`src/rtl/levenshtein_pattern_loader.sv`:
```
// levenshtein_pattern_loader
// Builds the per-character match-bitvector table in external SRAM for the
// levenshtein controller. The host loads the search word through a small
// Wishbone slave. A start write then sweeps characters 0x02..0xFF and writes
// each vector as a big-endian Wishbone master burst.
// Optional feature macro: PATTERN_LOADER_CASE_FOLD_EN (ASCII case-insensitive match).
module levenshtein_pattern_loader #(
  parameter int MASTER_ADDR_WIDTH = 24,
  parameter int SLAVE_ADDR_WIDTH  = 24,
  parameter int BITVECTOR_WIDTH   = 16
) (
  input  logic                         clk_i,
  input  logic                         rst_ni,
  // master
  output logic                         wbm_cyc_o,
  output logic                         wbm_stb_o,
  output logic [MASTER_ADDR_WIDTH-1:0] wbm_adr_o,
  output logic                         wbm_we_o,
  output logic [7:0]                   wbm_dat_o,
  output logic [2:0]                   wbm_cti_o,
  output logic [1:0]                   wbm_bte_o,
  input  logic                         wbm_ack_i,
  input  logic                         wbm_err_i,
  input  logic                         wbm_rty_i,
  // slave
  input  logic                         wbs_cyc_i,
  input  logic                         wbs_stb_i,
  input  logic                         wbs_we_i,
  input  logic [SLAVE_ADDR_WIDTH-1:0]  wbs_adr_i,
  input  logic [7:0]                   wbs_dat_i,
  output logic                         wbs_ack_o,
  output logic [7:0]                   wbs_dat_o,
  output logic                         wbs_err_o,
  output logic                         wbs_rty_o,
  // status
  output logic                         busy_o,
  output logic                         done_o
);

  localparam int BYTES = (BITVECTOR_WIDTH + 7) / 8;
  localparam int LW    = (BITVECTOR_WIDTH > 1) ? $clog2(BITVECTOR_WIDTH) : 1;
  localparam int KW    = (BYTES > 1) ? $clog2(BYTES) : 1;
  localparam int PADW  = BYTES * 8;
  localparam int TAW   = 9 + ((BYTES > 1) ? KW : 0);

  typedef enum logic [1:0] {S_IDLE, S_BURST, S_GAP} state_t;

  state_t        state_q, state_d;
  logic [7:0]    char_q, char_d;
  logic [KW-1:0] k_q, k_d;
  logic          error_q, error_d;
  logic          done_q, done_d;
  logic [LW-1:0] len_q, ptr_q;
  logic [7:0]    buf_q [BITVECTOR_WIDTH];
  logic          ack_q;

  logic          busy;
  logic          wr_fire, start;
  logic [2:0]    reg_sel;
  logic [7:0]    rd_data;
  logic          k_last;
  logic [PADW-1:0] vec;
  logic [7:0]    vec_byte;
  logic [TAW-1:0] tbl_adr;
  logic          unused_adr;

  assign busy    = (state_q != S_IDLE);
  assign reg_sel = wbs_adr_i[2:0];
  // A write takes effect in the cycle its ack is presented, so a start write
  // leads to the first burst cycle right after the ack cycle.
  assign wr_fire = wbs_cyc_i & wbs_stb_i & wbs_we_i & ack_q;
  assign start   = wr_fire & ~busy & (reg_sel == 3'd0) & wbs_dat_i[0];
  assign unused_adr = &{1'b0, wbs_adr_i[SLAVE_ADDR_WIDTH-1:3]};

  // Character comparison key; folds upper-case ASCII onto lower-case when enabled.
  function automatic logic [7:0] fold(input logic [7:0] c);
`ifdef PATTERN_LOADER_CASE_FOLD_EN
    fold = (c >= 8'h41 && c <= 8'h5A) ? (c | 8'h20) : c;
`else
    fold = c;
`endif
  endfunction

  // Slave acknowledge: one registered pulse per access.
  always_ff @(posedge clk_i or negedge rst_ni) begin
    if (!rst_ni) ack_q <= 1'b0;
    else         ack_q <= wbs_cyc_i & wbs_stb_i & ~ack_q;
  end

  // LENGTH and PTR registers; frozen while a load runs.
  always_ff @(posedge clk_i or negedge rst_ni) begin
    if (!rst_ni) begin
      len_q <= '0;
      ptr_q <= '0;
    end else if (wr_fire && !busy) begin
      case (reg_sel)
        3'd1: len_q <= LW'(wbs_dat_i);
        3'd2: ptr_q <= LW'(wbs_dat_i);
        3'd3: ptr_q <= (int'(ptr_q) >= BITVECTOR_WIDTH - 1) ? '0 : ptr_q + LW'(1);
        default: ;
      endcase
    end
  end

  // Word buffer; contents after reset are irrelevant, so no reset here.
  always_ff @(posedge clk_i) begin
    if (wr_fire && !busy && reg_sel == 3'd3 && int'(ptr_q) < BITVECTOR_WIDTH)
      buf_q[ptr_q] <= wbs_dat_i;
  end

  // Slave read mux; data is only driven alongside the ack.
  always_comb begin
    rd_data = 8'h00;
    case (reg_sel)
      3'd0: rd_data = {6'b0, error_q, busy};
      3'd1: rd_data = 8'(len_q);
      3'd2: rd_data = 8'(ptr_q);
      3'd4: rd_data = char_q;
      default: rd_data = 8'h00;
    endcase
  end

  assign wbs_ack_o = ack_q;
  assign wbs_dat_o = ack_q ? rd_data : 8'h00;
  assign wbs_err_o = 1'b0;
  assign wbs_rty_o = 1'b0;

  // Match vector for the current character; bits above LENGTH stay zero.
  always_comb begin
    vec = '0;
    for (int i = 0; i < BITVECTOR_WIDTH; i++) begin
      if (LW'(i) <= len_q && fold(buf_q[i]) == fold(char_q))
        vec[i] = 1'b1;
    end
  end

  // Big-endian byte select: k = 0 carries the most significant byte.
  assign vec_byte = 8'(vec >> ((BYTES - 1 - int'(k_q)) * 8));
  assign k_last   = (k_q == KW'(BYTES - 1));

  generate
    if (BYTES > 1) begin : g_multi
      assign tbl_adr = {1'b1, char_q, k_q};
    end else begin : g_single
      logic unused_k;
      assign unused_k = &{1'b0, k_q};
      assign tbl_adr  = {1'b1, char_q};
    end
  endgenerate

  // FSM state and load-progress registers.
  always_ff @(posedge clk_i or negedge rst_ni) begin
    if (!rst_ni) begin
      state_q <= S_IDLE;
      char_q  <= 8'h02;
      k_q     <= '0;
      error_q <= 1'b0;
      done_q  <= 1'b0;
    end else begin
      state_q <= state_d;
      char_q  <= char_d;
      k_q     <= k_d;
      error_q <= error_d;
      done_q  <= done_d;
    end
  end

  // FSM next state: burst per character, one idle gap between characters.
  always_comb begin
    state_d = state_q;
    char_d  = char_q;
    k_d     = k_q;
    error_d = error_q;
    done_d  = 1'b0;
    case (state_q)
      S_IDLE: begin
        if (start) begin
          state_d = S_BURST;
          char_d  = 8'h02;
          k_d     = '0;
          error_d = 1'b0;
        end
      end
      S_BURST: begin
        // an ack coinciding with err/rty is still an error
        if (wbm_err_i || wbm_rty_i) begin
          error_d = 1'b1;
          state_d = S_IDLE;
        end else if (wbm_ack_i) begin
          if (!k_last) begin
            k_d = k_q + KW'(1);
          end else if (char_q == 8'hFF) begin
            state_d = S_IDLE;
            done_d  = 1'b1;
          end else begin
            state_d = S_GAP;
          end
        end
      end
      S_GAP: begin
        char_d  = char_q + 8'h01;
        k_d     = '0;
        state_d = S_BURST;
      end
      default: state_d = S_IDLE;
    endcase
  end

  // Master outputs; address, data and cycle type are zero outside a burst.
  always_comb begin
    wbm_cyc_o = 1'b0;
    wbm_stb_o = 1'b0;
    wbm_we_o  = 1'b0;
    wbm_adr_o = '0;
    wbm_dat_o = 8'h00;
    wbm_cti_o = 3'b000;
    if (state_q == S_BURST) begin
      wbm_cyc_o = 1'b1;
      wbm_stb_o = 1'b1;
      wbm_we_o  = 1'b1;
      wbm_adr_o = MASTER_ADDR_WIDTH'(tbl_adr);
      wbm_dat_o = vec_byte;
      if (BYTES > 1) wbm_cti_o = k_last ? 3'b111 : 3'b010;
    end
  end

  assign wbm_bte_o = 2'b00;
  assign busy_o    = busy;
  assign done_o    = done_q;

endmodule

```
`config.mk`:
```
export PLATFORM = sky130hd
export DESIGN_NAME = levenshtein_pattern_loader
export DESIGN_NICKNAME = d
export VERILOG_FILES = /design/src/rtl/levenshtein_pattern_loader.sv
export SDC_FILE = /design/constraint.sdc
export NUM_CORES = 1
export LEC_CHECK = 0
export ABC_CLOCK_PERIOD_IN_PS = 6100
export BUFFER_PORTS_ARGS = -buffer_cell sky130_fd_sc_hd__buf_2
export CAP_MARGIN = 30
export CORE_MARGIN = 2
export CORE_UTILIZATION = 45
export CTS_CLUSTER_DIAMETER = 40
export DETAILED_ROUTE_END_ITERATION = 12
export MAX_ROUTING_LAYER = met4
export SKIP_CTS_REPAIR_TIMING = 1
export SLEW_MARGIN = 20
export SYNTH_ARGS = -nofsm -noshare
export SYNTH_HDL_FRONTEND = slang
export SYNTH_SLANG_ARGS = --single-unit
```
`constraint.sdc`:
```
create_clock -name clk_i -period 6.1 [get_ports clk_i]
set_input_delay 0.305 -clock clk_i [delete_from_list [all_inputs] [get_ports clk_i]]
set_output_delay 0.305 -clock clk_i [all_outputs]
set_load 0.02 [all_outputs]
```
# Yosys cells after proc, flatten, opt, wreduce, memory -nomap -nowiden
# Memory sizes are Yosys's and may differ from the RTL's.
# Index checks and enable logic that the tools add are counted.
[word_totals]
wordCells = 149
mem_bits_rw = 128
regBits = 22
n_memories = 1
in_bits = 40
[op_classes]
bitwise_logic = 9
magnitude_cmp = 17
n_mux = 47
shifts = 1
eq_ne = 29
addsub = 4
reduce_logical = 33
[mem_list]
columns = ["memory", "depth", "word_bits", "read_ports", "rd_ports_with_merged_regs", "wr", "line_no", "text"]
rows = [
  ["buf_q", 16, 8, 16, 0, 1, "54", "logic [7:0] buf_q [BITVECTOR_WIDTH];"],
]
[ops]
columns = ["operator", "count"]
rows = [
  ["== test 8 bit", 16],
  ["<= comparator 4 bit, first input constant", 8],
  ["one-hot mux 8 bit (4 select lines)", 1],
  [">> shifter 16 x 32 -> 8 bit", 1],
  ["2-to-1 mux 1 bit", 29],
  ["2-to-1 mux 8 bit", 3],
  ["logical AND 1 bit", 18],
  ["<= comparator 3 x 4 -> 1 bit, first input constant", 4],
  ["one-hot mux 8 bit (2 select lines)", 1],
  ["2-to-1 mux 10 bit", 1],
  ["2-to-1 mux 2 bit", 5],
  ["adder 8 x 1 -> 8 bit, second input constant", 1],
  ["== test 8 bit, second input constant", 1],
  ["<= comparator 1 x 4 -> 1 bit, first input constant", 2],
  ["<= comparator 2 x 4 -> 1 bit, first input constant", 2],
  ["inequality test 2 bit, second input constant", 4],
  ["one-hot mux 4 bit (2 select lines)", 1],
  ["nonzero test 2 bit", 4],
  ["bitwise AND 1 bit", 7],
  ["== test 3 x 2 -> 1 bit, second input constant", 2],
  ["2-to-1 mux 3 bit", 2],
  ["inequality test 3 bit, second input constant", 2],
  ["one-hot mux 2 bit (3 select lines)", 1],
  ["AND reduction 2 bit", 3],
  ["19 further kinds", 21],
]

# Logic depth before layout (Yosys ltp)
[depth]
word_depth = 8
mapped_depth = 6
mapped_depth_nobuf = 5

# Worst setup path after synthesis
# Ideal clock, no wire load.
[synth_timing]
kind = "register to output"
startpoint = "register state_q[1]"
endpoint = "output port wbm_dat_o[0]"
path_buffers = 1
stages_incl_launch_ff = 5
t_arrival_ns = 1.976
setup_slack_ns = 3.819
required_ns = 5.795
path_cell_list = "dfrtp_1 clkbuf_1 nand3b_1 or4_1 o41ai_1"
[synth_between]
elab_chain_cells = 2
[synth_lines]
columns = ["element", "line_no", "text"]
rows = [
  ["start: declaration", "48", "state_t state_q, state_d;"],
  ["start signal: assignment", "160", "state_q <= state_d;"],
  ["== test 2 x 1 -> 1 bit", "217", "if (state_q == S_BURST) begin"],
  ["2-to-1 mux 8 bit", "217", ""],
  ["end: declaration", "19", "output logic [7:0] wbm_dat_o,"],
]
# No other way between the ends.

# Worst setup path after layout
[layout_timing]
startpoint = "register char_q[1]"
endpoint = "output port wbm_dat_o[3]"
[layout_between]
elab_chain_cells = 5
[layout_lines]
columns = ["element", "line_no", "text"]
rows = [
  ["start: declaration", "49", "logic [7:0] char_q, char_d;"],
  ["start signal: assignment", "161", "char_q <= char_d;"],
  ["== test 8 bit", "132", "if (LW'(i) <= len_q && fold(buf_q[i]) == fold(char_q))"],
  ["logical AND 1 bit", "132", ""],
  ["2-to-1 mux 1 bit", "132", ""],
  [">> shifter 16 x 32 -> 8 bit (*)", "138", "assign vec_byte = 8'(vec >> ((BYTES - 1 - int'(k_q)) * 8));"],
  ["2-to-1 mux 8 bit (*)", "217", ""],
]
# Every way passes the cells marked *; elsewhere a longest branch is shown, timed or not.

==> out/metrics.cfg <==
[status]
outcome = finished clean

[final_layout]
fill_cells = 1352
syn_to_final_growth_pct = 12.7
nets = 639
final_cells = 821
drive_gt1_share_pct = 16.5
stdcell_area_sq_um = 8090
diodes = 0

[routing]
ant_nets = 0
vias_per_cell = 5.38
routed_wirelength_microns = 17300
drc = 0
routedWlPerCell_microns = 21.0
first_iter_violations = 311
dr.pass1.iters = 5
vias = 4421

[clocking]
cts_buffers = 17
cts_max_level = 4
tritoncts = done
clock_latency_ns = 0.43
ctsLongestPathBuffers = 2
clock_sinks = 150
cts.reportedPaths.clkPinSlew_ns = 0.06
cts-root-buf = clkbuf_16

[timing]
tightest_slew_ns = 0.770
slew_viol_final = 0
hold_violations = 0
min_period_over_period_pct = 48.2
fin_worst_skew_ns = 0.00912
fmax_ghz = 0.340
setup_viol = 0
tns_ns = 0
maxSlewHeadroom_pct = 48.5
layout_min_cycle_time_ns = 2.94
rsz0062_at_grt = false

[critical_path]
cp_slowest_stage_delay_ns = 1.03
path_cells = xor2_1 > nor4_1 > nand4_1 > a22oi_1 > buf_2
r2r_end = buf_q[7][3]
start_kind = flop
path_max_fanout = 21
startpoint = char_q[1]
required_ns = 5.79
reg2reg_depth = 4
cp-end-kind = output port
reg2reg_from = state_q[1]
cp_slowest_cell = dfstp_2
critical_path_arrival_ns = 2.63
reg2reg_slack_ns = 3.56
crit_type = reg2out

[placed_design]
placed_cell_area_sq_um = 7500
port_buffers = 53
dp_hpwl_microns = 10200
dp.cells = 789
gp_congestion = 0.850

[synth]
synth.distinct_cells = 54
syn_area_per_cell_sq_um = 13.0
ys_warn_count = 0
synth-edff-count = 128
synth_flop_cell = edfxtp_1
yosysSeqAreaShare_pct = 61.2
ys_seq_elements = 150
async_reset_ff_share_pct = 14.7
netlist_area_sq_um = 7180
netlist_instances = 553

[floorplanning]
die_y_microns = 130
dieArea_sq_um = 17000
io_pins = 93
core_sq_um = 15700
initial_core_util_pct = 45.7
row_count = 46
fp.dieW_microns = 130

[min_path]
hold_path.class = in2reg
worstHoldStart = wbm_err_i
hold_depth = 3
min_to = error_q

[power]
p_per_area_nw_per_um2 = 289
power_leakage_nw = 2.85
vdd_ir_drop_max_uv = 201

[global_route]
grtUsageTotal_pct = 22.9
antenna_found_initial = 0
grt_pass1_vias = 4427
grt_max_degree = 24
grt_overflow = 0
grt_first_pass_wirelength_microns = 26700

[flow_run]
max_cap_violations = 0

final cells by class:
class	count	area, sq um	area share, %
sequential	150	4400	54.3
multi-input combinational	355	2500	30.8
clock buffer	19	433	5.35
timing repair buffer	63	338	4.17
tap	216	270	3.34
clock inverter	11	135	1.67
inverter	7	26.3	0.325
layout by cell type (no fill, tap or decap), types with 7 or more instances in the layout:
master     synthesis  final
nand3_1            7      7
nor2_1            23     23
nand4_1           14     14
and2_1            14     14
clkbuf_16          0     17
xnor2_1           35     35
nor4_1            18     18
o21ai_0            8      8
buf_2             17     55
xor2_1            93     93
inv_1              7      7
buf_4             24      7
edfxtp_1         128    128
nand2_1           16     16
dfrtp_1           21     21
a21oi_1           14     14
conb_1             1     18
nor3_1            17     15
how the worst max path moves through the flow:
| stage | end | slack [ns] | depth (start not counted) |
|---|---|---|---|
| 2_1_floorplan | wbm_dat_o[0] | 3.82 | 4 |
| 5_1_grt | wbm_dat_o[1] | 3.02 | 6 |
| 3_3_place_gp | buf_q[3][4] | 3.36 | 4 |
| 3_5_place_dp | buf_q[2][2] | 3.36 | 4 |
| 4_1_cts | wbm_dat_o[3] | 3.14 | 5 |
| 6_report | wbm_dat_o[3] | 3.16 | 5 |
cell families after synthesis:
logic type | after synthesis | share of synthesized area [%]
xor gates and xnor gates | 128 | 15.6
muxes | 7 | 1.08
other | 1 | 0.0522
DFF | 150 | 61.2
buffers and inverters | 65 | 5.05
AOI/OAI and AO/OA | 57 | 5.33
adders and majority gates | 5 | 0.871
and+or+nand+nor | 140 | 10.8
routing by layer:
metal,part of all wire [%],up-vias,track usage [%]
met5,0,-,-
met4,2.3,0,8.67
met3,4.3,26,4.43
met2,49,118,36.7
met1,44,2249,29.1
li1,-,2028,-
synth_stat cells (all sizes together), types with 2 or more instances:
| cell | number | share of area (%) |
|---|---|---|
| edfxtp | 128 | 54 |
| mux2 | 6 | 0.94 |
| a31o | 2 | 0.24 |
| nand4 | 14 | 1.2 |
| o211ai | 3 | 0.31 |
| and2 | 14 | 1.2 |
| nor3 | 17 | 1.2 |
| buf | 42 | 3.9 |
| o2bb2ai | 2 | 0.24 |
| nand2 | 16 | 0.84 |
| xor2 | 93 | 11 |
| and3 | 5 | 0.44 |
| or3 | 3 | 0.26 |
| a211oi | 3 | 0.31 |
| ha | 5 | 0.87 |
| nand3 | 7 | 0.49 |
| nor2 | 23 | 1.2 |
| o21ai | 8 | 0.56 |
| a21oi | 14 | 0.98 |
| nor4 | 18 | 1.6 |
| o21a | 2 | 0.21 |
| nand2b | 5 | 0.44 |
| nand3b | 3 | 0.31 |
| clkbuf | 16 | 0.84 |
| or4 | 3 | 0.31 |
| o31ai | 2 | 0.28 |
| nor2b | 5 | 0.44 |
| inv | 7 | 0.37 |
| xnor2 | 35 | 4.3 |
| a22oi | 6 | 0.63 |
| a31oi | 6 | 0.52 |
| dfrtp | 21 | 7.3 |
power by group:
part	switching [mW]	internal (mW)
sequential	0.0230	1.12
combinational	0.113	0.0538
clock	0.391	0.632
total	0.527	1.81
critical path: cells and delay by family (launching register included):
family	cells	cell delay [ns]
AO/OA/AOI/OAI	1	0.26
XOR/XNOR	1	0.15
buffers and inverters	1	0.22
flip-flops	1	1.03
AND/OR/NAND/NOR	2	0.54
stage by stage:
| step | setup WS (ns) | util, % | hold slack, ns | total power [mW] |
|---|---|---|---|---|
| after global routing | 3.02 | 51.5 | 0.164 | 2.41 |
| after global placement | 3.36 | 47.7 | 0.309 | 1.33 |
| after CTS | 3.14 | 51.4 | -0.136 | 2.35 |
| after detailed placement | 3.36 | 47.7 | 0.314 | 1.33 |
| final | 3.16 | 51.5 | 0.139 | 2.34 |
| after floorplan | 3.82 | - | 0.00941 | 1.28 |
registers in the layout (all words and copies together), names as in the netlist, 2 cells and up:
register	cells
buf_q	128
char_q	8
len_q	4
ptr_q	4
state_q	2
Power figures use the tool's default switching activity.
